==> config.mk <==
export PLATFORM = sky130hd
export DESIGN_NAME = ex_issue_stage
export DESIGN_NICKNAME = d
export VERILOG_FILES = /design/src/rtl/cpu_pkg.sv /design/src/rtl/ex_issue_stage_operand_snoop.sv /design/src/rtl/ex_issue_stage.sv
export SDC_FILE = /design/constraint.sdc
export NUM_CORES = 1
export LEC_CHECK = 0
export BUFFER_PORTS_ARGS = -buffer_cell sky130_fd_sc_hd__buf_2
export CORE_MARGIN = 10
export CORE_UTILIZATION = 52
export CTS_CLUSTER_SIZE = 24
export DETAILED_ROUTE_END_ITERATION = 16
export PLACE_DENSITY = 0.81
export SYNTH_ARGS = -nofsm -noshare
export SYNTH_HDL_FRONTEND = slang
export SYNTH_SLANG_ARGS = --single-unit
==> constraint.sdc <==
create_clock -name clk -period 1.85 [get_ports clk]
set_input_delay 0.185 -clock clk [delete_from_list [all_inputs] [get_ports clk]]
set_output_delay 0.185 -clock clk [all_outputs]
set_load 0.01 [all_outputs]
==> src/rtl/cpu_pkg.sv <==
// Shared CPU definitions: ALU op encodings and the issue-slot entry layout.
package cpu_pkg;

  localparam int CPU_DATA_W = 32;
  localparam int CPU_REG_AW = 5;
  localparam int SHAMT_W    = 5;

  localparam logic [2:0] ALU_AND = 3'b000;
  localparam logic [2:0] ALU_OR  = 3'b001;
  localparam logic [2:0] ALU_ADD = 3'b010;
  localparam logic [2:0] ALU_SUB = 3'b110;
  localparam logic [2:0] ALU_SLT = 3'b111;
  localparam logic [2:0] ALU_SLL = 3'b011;

  typedef struct packed {
    logic                  valid;
    logic [2:0]            ctl;
    logic [CPU_DATA_W-1:0] a;
    logic [CPU_DATA_W-1:0] b;
    logic [SHAMT_W-1:0]    shamt;
    logic [CPU_REG_AW-1:0] rs;
    logic [CPU_REG_AW-1:0] rt;
    logic                  wr_en;
    logic [CPU_REG_AW-1:0] wr_reg;
  } issue_entry_t;

endpackage

==> src/rtl/ex_issue_stage_operand_snoop.sv <==
// Per-operand result-bus snoop: replaces a value whose source register is being
// written by EX/MEM (preferred) or WB. Register 0 is never replaced.
module operand_snoop #(
  parameter int DATA_W = 32,
  parameter int REG_AW = 5
) (
  input  logic [REG_AW-1:0] tag,
  input  logic [DATA_W-1:0] value,
  input  logic              exm_wr_en,
  input  logic [REG_AW-1:0] exm_wr_reg,
  input  logic [DATA_W-1:0] exm_result,
  input  logic              wb_wr_en,
  input  logic [REG_AW-1:0] wb_wr_reg,
  input  logic [DATA_W-1:0] wb_data,
  output logic [DATA_W-1:0] result
);

  always_comb begin
    result = value;
    if (tag != '0) begin
      if (exm_wr_en && exm_wr_reg == tag) begin
        result = exm_result;
      end else if (wb_wr_en && wb_wr_reg == tag) begin
        result = wb_data;
      end
    end
  end

endmodule

==> src/rtl/ex_issue_stage.sv <==
// Registered ID->EX boundary with a two-entry skid buffer (main + skid).
// Define EX_ISSUE_FWD_EN to snoop the EX/MEM and WB buses into held operands.
module ex_issue_stage
  import cpu_pkg::*;
#(
  parameter int DATA_W = CPU_DATA_W,
  parameter int REG_AW = CPU_REG_AW
) (
  input  logic              clk,
  input  logic              rst,
  input  logic              in_valid,
  output logic              in_ready,
  input  logic [2:0]        in_ctl,
  input  logic [DATA_W-1:0] in_a,
  input  logic [DATA_W-1:0] in_b,
  input  logic [4:0]        in_shamt,
  input  logic [REG_AW-1:0] in_rs,
  input  logic [REG_AW-1:0] in_rt,
  input  logic              in_wr_en,
  input  logic [REG_AW-1:0] in_wr_reg,
  input  logic              flush,
  output logic              out_valid,
  input  logic              out_ready,
  output logic [2:0]        ctl,
  output logic [DATA_W-1:0] a,
  output logic [DATA_W-1:0] b,
  output logic [4:0]        shamt,
  output logic              out_wr_en,
  output logic [REG_AW-1:0] out_wr_reg,
  input  logic              exm_wr_en,
  input  logic [REG_AW-1:0] exm_wr_reg,
  input  logic [DATA_W-1:0] exm_result,
  input  logic              wb_wr_en,
  input  logic [REG_AW-1:0] wb_wr_reg,
  input  logic [DATA_W-1:0] wb_data
);

  // Slot layout lives in the shared package, so widths must agree with it.
  generate
    if (DATA_W != CPU_DATA_W || REG_AW != CPU_REG_AW) begin : g_bad_cfg
      $error("ex_issue_stage: DATA_W/REG_AW must match cpu_pkg widths");
    end
  endgenerate

  issue_entry_t main_reg, main_next;
  issue_entry_t skid_reg, skid_next;
  issue_entry_t in_entry;
  issue_entry_t in_s, main_s, skid_s;
  issue_entry_t src [3];
  logic [DATA_W-1:0] a_snp [3];
  logic [DATA_W-1:0] b_snp [3];
  logic in_ready_reg;
  logic accept, xfer;

  always_comb begin
    in_entry        = '0;
    in_entry.valid  = 1'b1;
    in_entry.ctl    = in_ctl;
    in_entry.a      = in_a;
    in_entry.b      = in_b;
    in_entry.shamt  = in_shamt;
    in_entry.rs     = in_rs;
    in_entry.rt     = in_rt;
    in_entry.wr_en  = in_wr_en;
    in_entry.wr_reg = in_wr_reg;
  end

  assign src[0] = in_entry;
  assign src[1] = main_reg;
  assign src[2] = skid_reg;

  genvar gi;
  generate
    for (gi = 0; gi < 3; gi++) begin : g_snoop
`ifdef EX_ISSUE_FWD_EN
      operand_snoop #(.DATA_W(DATA_W), .REG_AW(REG_AW)) u_snoop_a (
        .tag(src[gi].rs), .value(src[gi].a),
        .exm_wr_en(exm_wr_en), .exm_wr_reg(exm_wr_reg), .exm_result(exm_result),
        .wb_wr_en(wb_wr_en), .wb_wr_reg(wb_wr_reg), .wb_data(wb_data),
        .result(a_snp[gi])
      );
      operand_snoop #(.DATA_W(DATA_W), .REG_AW(REG_AW)) u_snoop_b (
        .tag(src[gi].rt), .value(src[gi].b),
        .exm_wr_en(exm_wr_en), .exm_wr_reg(exm_wr_reg), .exm_result(exm_result),
        .wb_wr_en(wb_wr_en), .wb_wr_reg(wb_wr_reg), .wb_data(wb_data),
        .result(b_snp[gi])
      );
`else
      assign a_snp[gi] = src[gi].a;
      assign b_snp[gi] = src[gi].b;
`endif
    end
  endgenerate

`ifndef EX_ISSUE_FWD_EN
  logic unused_fwd;
  assign unused_fwd = ^{exm_wr_en, exm_wr_reg, exm_result, wb_wr_en, wb_wr_reg, wb_data};
`endif

  always_comb begin
    in_s     = in_entry;
    in_s.a   = a_snp[0];
    in_s.b   = b_snp[0];
    main_s   = main_reg;
    main_s.a = a_snp[1];
    main_s.b = b_snp[1];
    skid_s   = skid_reg;
    skid_s.a = a_snp[2];
    skid_s.b = b_snp[2];
  end

  assign accept = in_valid && in_ready_reg;
  assign xfer   = main_reg.valid && out_ready;

  always_comb begin
    main_next = main_s;
    skid_next = skid_s;
    if (xfer) begin
      if (skid_reg.valid) begin
        main_next = skid_s;
        skid_next = accept ? in_s : '0;
      end else begin
        main_next = accept ? in_s : '0;
      end
    end else if (!main_reg.valid) begin
      main_next = accept ? in_s : '0;
    end else if (accept) begin
      skid_next = in_s;
    end
    if (flush) begin
      main_next = '0;
      skid_next = '0;
    end
    // Zero an empty main slot so the ALU-facing outputs read 0 when idle.
    if (!main_next.valid) begin
      main_next = '0;
    end
  end

  always_ff @(posedge clk) begin
    if (rst) begin
      main_reg     <= '0;
      skid_reg     <= '0;
      in_ready_reg <= 1'b0;
    end else begin
      main_reg     <= main_next;
      skid_reg     <= skid_next;
      in_ready_reg <= !skid_next.valid;
    end
  end

  assign in_ready   = in_ready_reg;
  assign out_valid  = main_reg.valid;
  assign ctl        = main_reg.ctl;
  assign a          = main_reg.a;
  assign b          = main_reg.b;
  assign shamt      = main_reg.shamt;
  assign out_wr_en  = main_reg.wr_en;
  assign out_wr_reg = main_reg.wr_reg;

endmodule

==> metrics.yaml <==
setup_path:
  cp-end-kind: "flip-flop"
  path_cells: "nand2_4 -> a21oi_1 -> a22oi_1 -> nor3_1"
  worst_path_max_delay_cell: "a21oi_1"
  max_stage_delay_ps: 630
  critical_path_required_ps: 2200
  worstPathMaxFanout: 20
  crit_family: "compound AO/OA/AOI/OAI gates"
  ff2ff_setup_slack_ps: 180
  arrival_ps: 2020
  critical_path_depth: 4
  crit_type: "flip-flop to flip-flop"
  start_kind: "flip-flop"
  reg2regPathDepth: 4
  critPathBufInv: 0
placed_design:
  place.gp.congestion: 0.791
  place_inst: 1240
  port_buffers: 162
  dp_hpwl_mm: 14.6
worst_hold_path:
  min_path_type: "input pin to flip-flop"
  whs_path_depth: 3
sta:
  max_freq_ghz: 0.598
  finalSetupViolations: 0
  max_slew_margin_pct: 51.9
  hold_viol_final: 0
  drv_slew: 0
  finalCriticalPeriod_ps: 1670
  period_share_pct: 90.4
  fin_skew_ps: 7.51
  rsz0062_at_grt: "false"
  fin_hold_ws_ps: 61.1
  tightestPinTransition_ps: 722
  finalSetupTns_ps: 0
clock_tree:
  ctsResizeCount: 0
  cts_buffers: 17
  cts_tree: "yes"
  clockBufferDepth: 2
  numClockSinks: 159
  path_clk_slew_ps: 60
  htree_levels: 4
  root_buffer: "clkbuf_16"
  insertion_delay_ps: 430
pwr:
  leakage_nw: 3.28
  totalPowerFinal_mw: 7.92
  irDropWorstVdd_mv: 0.638
  power_per_cell_area_nw_per_um2: 837
floorplanning:
  num_rows: 46
  core_area_um2: 15800
  start_util_pct: 52.6
  die_h_um: 146
  die_w_um: 146
  ios: 249
  dieArea_um2: 21400
outcome:
  status: "complete, no violations"
synthesis:
  netlist-cell-type-count: 27
  syn_area_per_cell_um2: 8.27
  syn_inst: 1002
  synthTopCellsByArea: "dfxtp_1 (38%), o22ai_1 (8.7%), a22oi_1 (7.7%)"
  ys_seq_area_share_pct: 38.4
  synthDominantCellAreaShare_pct: 38.4
  ys_ff_latch: 159
  syn-num-nets: 1171
  ys_warn_count: 0
  synth_area_um2: 8290
  synth_top_area_cell: "dfxtp_1"
route:
  drtIter0Drc: 747
  route.detailed.drc: 0
  first_pass_iters: 5
  antenna_left: 0
  wl_per_cell_um: 18.7
  routed_wl_mm: 23.8
  vias: 7975
  viasPerCell: 6.26
grt:
  grt_first_pass_wirelength_mm: 39.1
  grt_util_met2_pct: 35.9
  antenna_found_initial: 1
  grt_use_met3_pct: 6.24
  grt_pass1_vias: 7756
  top_usage_layer: "met2"
  grt_max_degree: 82
  overflow: 0
  grtUsageTotal_pct: 21.5
  gr-usage-met1_pct: 26.2
run:
  cap_violations: 0
finish:
  final_common_cell: "buf_2"
  area_delta_synth_final_pct: 14.1
  n_antenna_cell: 0
  fin_cells: 1273
  nNetsFinal: 1213
  drive_gt1_share_pct: 26.2
  layout_common_cells: "buf_2 (161), dfxtp_1 (157), o22ai_1 (115)"
synthesized netlist by cell type:
master,instances
o21ai_0,14
a22oi_1,85
nand2_1,96
buf_6,4
buf_2,27
a21boi_2,1
nor2_2,1
o21ai_1,1
o22ai_1,115
clkbuf_1,64
or2_2,1
a21o_1,78
inv_1,2
buf_1,12
inv_2,2
a21oi_1,93
a31o_2,1
nor2_1,14
a211oi_2,39
a211oi_1,27
nand3_1,79
or3_1,8
nor3_1,12
o21ai_2,1
dfxtp_1,159
and2_1,2
buf_4,64
logic make-up after synthesis:
| family | count (synthesis) | share of synthesized area [%] |
|---|---|---|
| AO/OA/AOI/OAI | 455 | 38.6 |
| buffers and inverters | 175 | 11.6 |
| flip-flops | 159 | 38.4 |
| AND/OR/NAND/NOR | 213 | 11.4 |
worst paths after layout:
kind	from	end
setup reg to reg	in_ready	a[2]
setup / recovery	in_ready	a[2]
hold / removal	flush	in_ready
hold reg to reg	a[16]	a[16]
repair_timing:
| item | CTS | global route |
|---|---|---|
| setup buffers | 0 | 0 |
| hold buffers | 1 | 0 |
| endpoints found under the hold margin | 1 | 0 |
report_power, final:
part / switching (mW) / internal (mW) / total [mW]
clock network: 1.47 / 2.25 / 3.72
logic: 0.474 / 0.250 / 0.724
registers: 0.0215 / 3.46 / 3.48
routing by layer:
| metal | wire (um) | share of wire (%) |
|---|---|---|
| met1 | 10200 | 43 |
| met5 | 7 | 0.029 |
| met3 | 1830 | 7.7 |
| met2 | 11400 | 48 |
| met4 | 296 | 1.2 |
layout make-up:
cell class | count | area, um^2
Clock inverter | 12 | 158
Clock buffer | 20 | 468
Inverter | 4 | 15.0
Sequential cell | 159 | 3190
Multi-Input combinational cell | 668 | 4190
Fill cell | 1407 | 6310
Tap cell | 216 | 270
Timing Repair Buffer | 194 | 1170
worst reg2reg max path: cells and delay by family (launching register included):
kind	cells	cell delay (ps)
AO/OA/AOI/OAI	2	850
flip-flops	1	380
AND/OR/NAND/NOR	2	360
through the flow:
stage               setup WS, ps  area, um^2  utilization (%)
floorplan                    433        8290                -
global placement             261        8820             56.0
detailed placement           227        8820             56.0
CTS                          208        9460             60.0
global route                36.9        9460             60.0
finish                       177        9460             60.0
(Power assumes the default switching activity.)
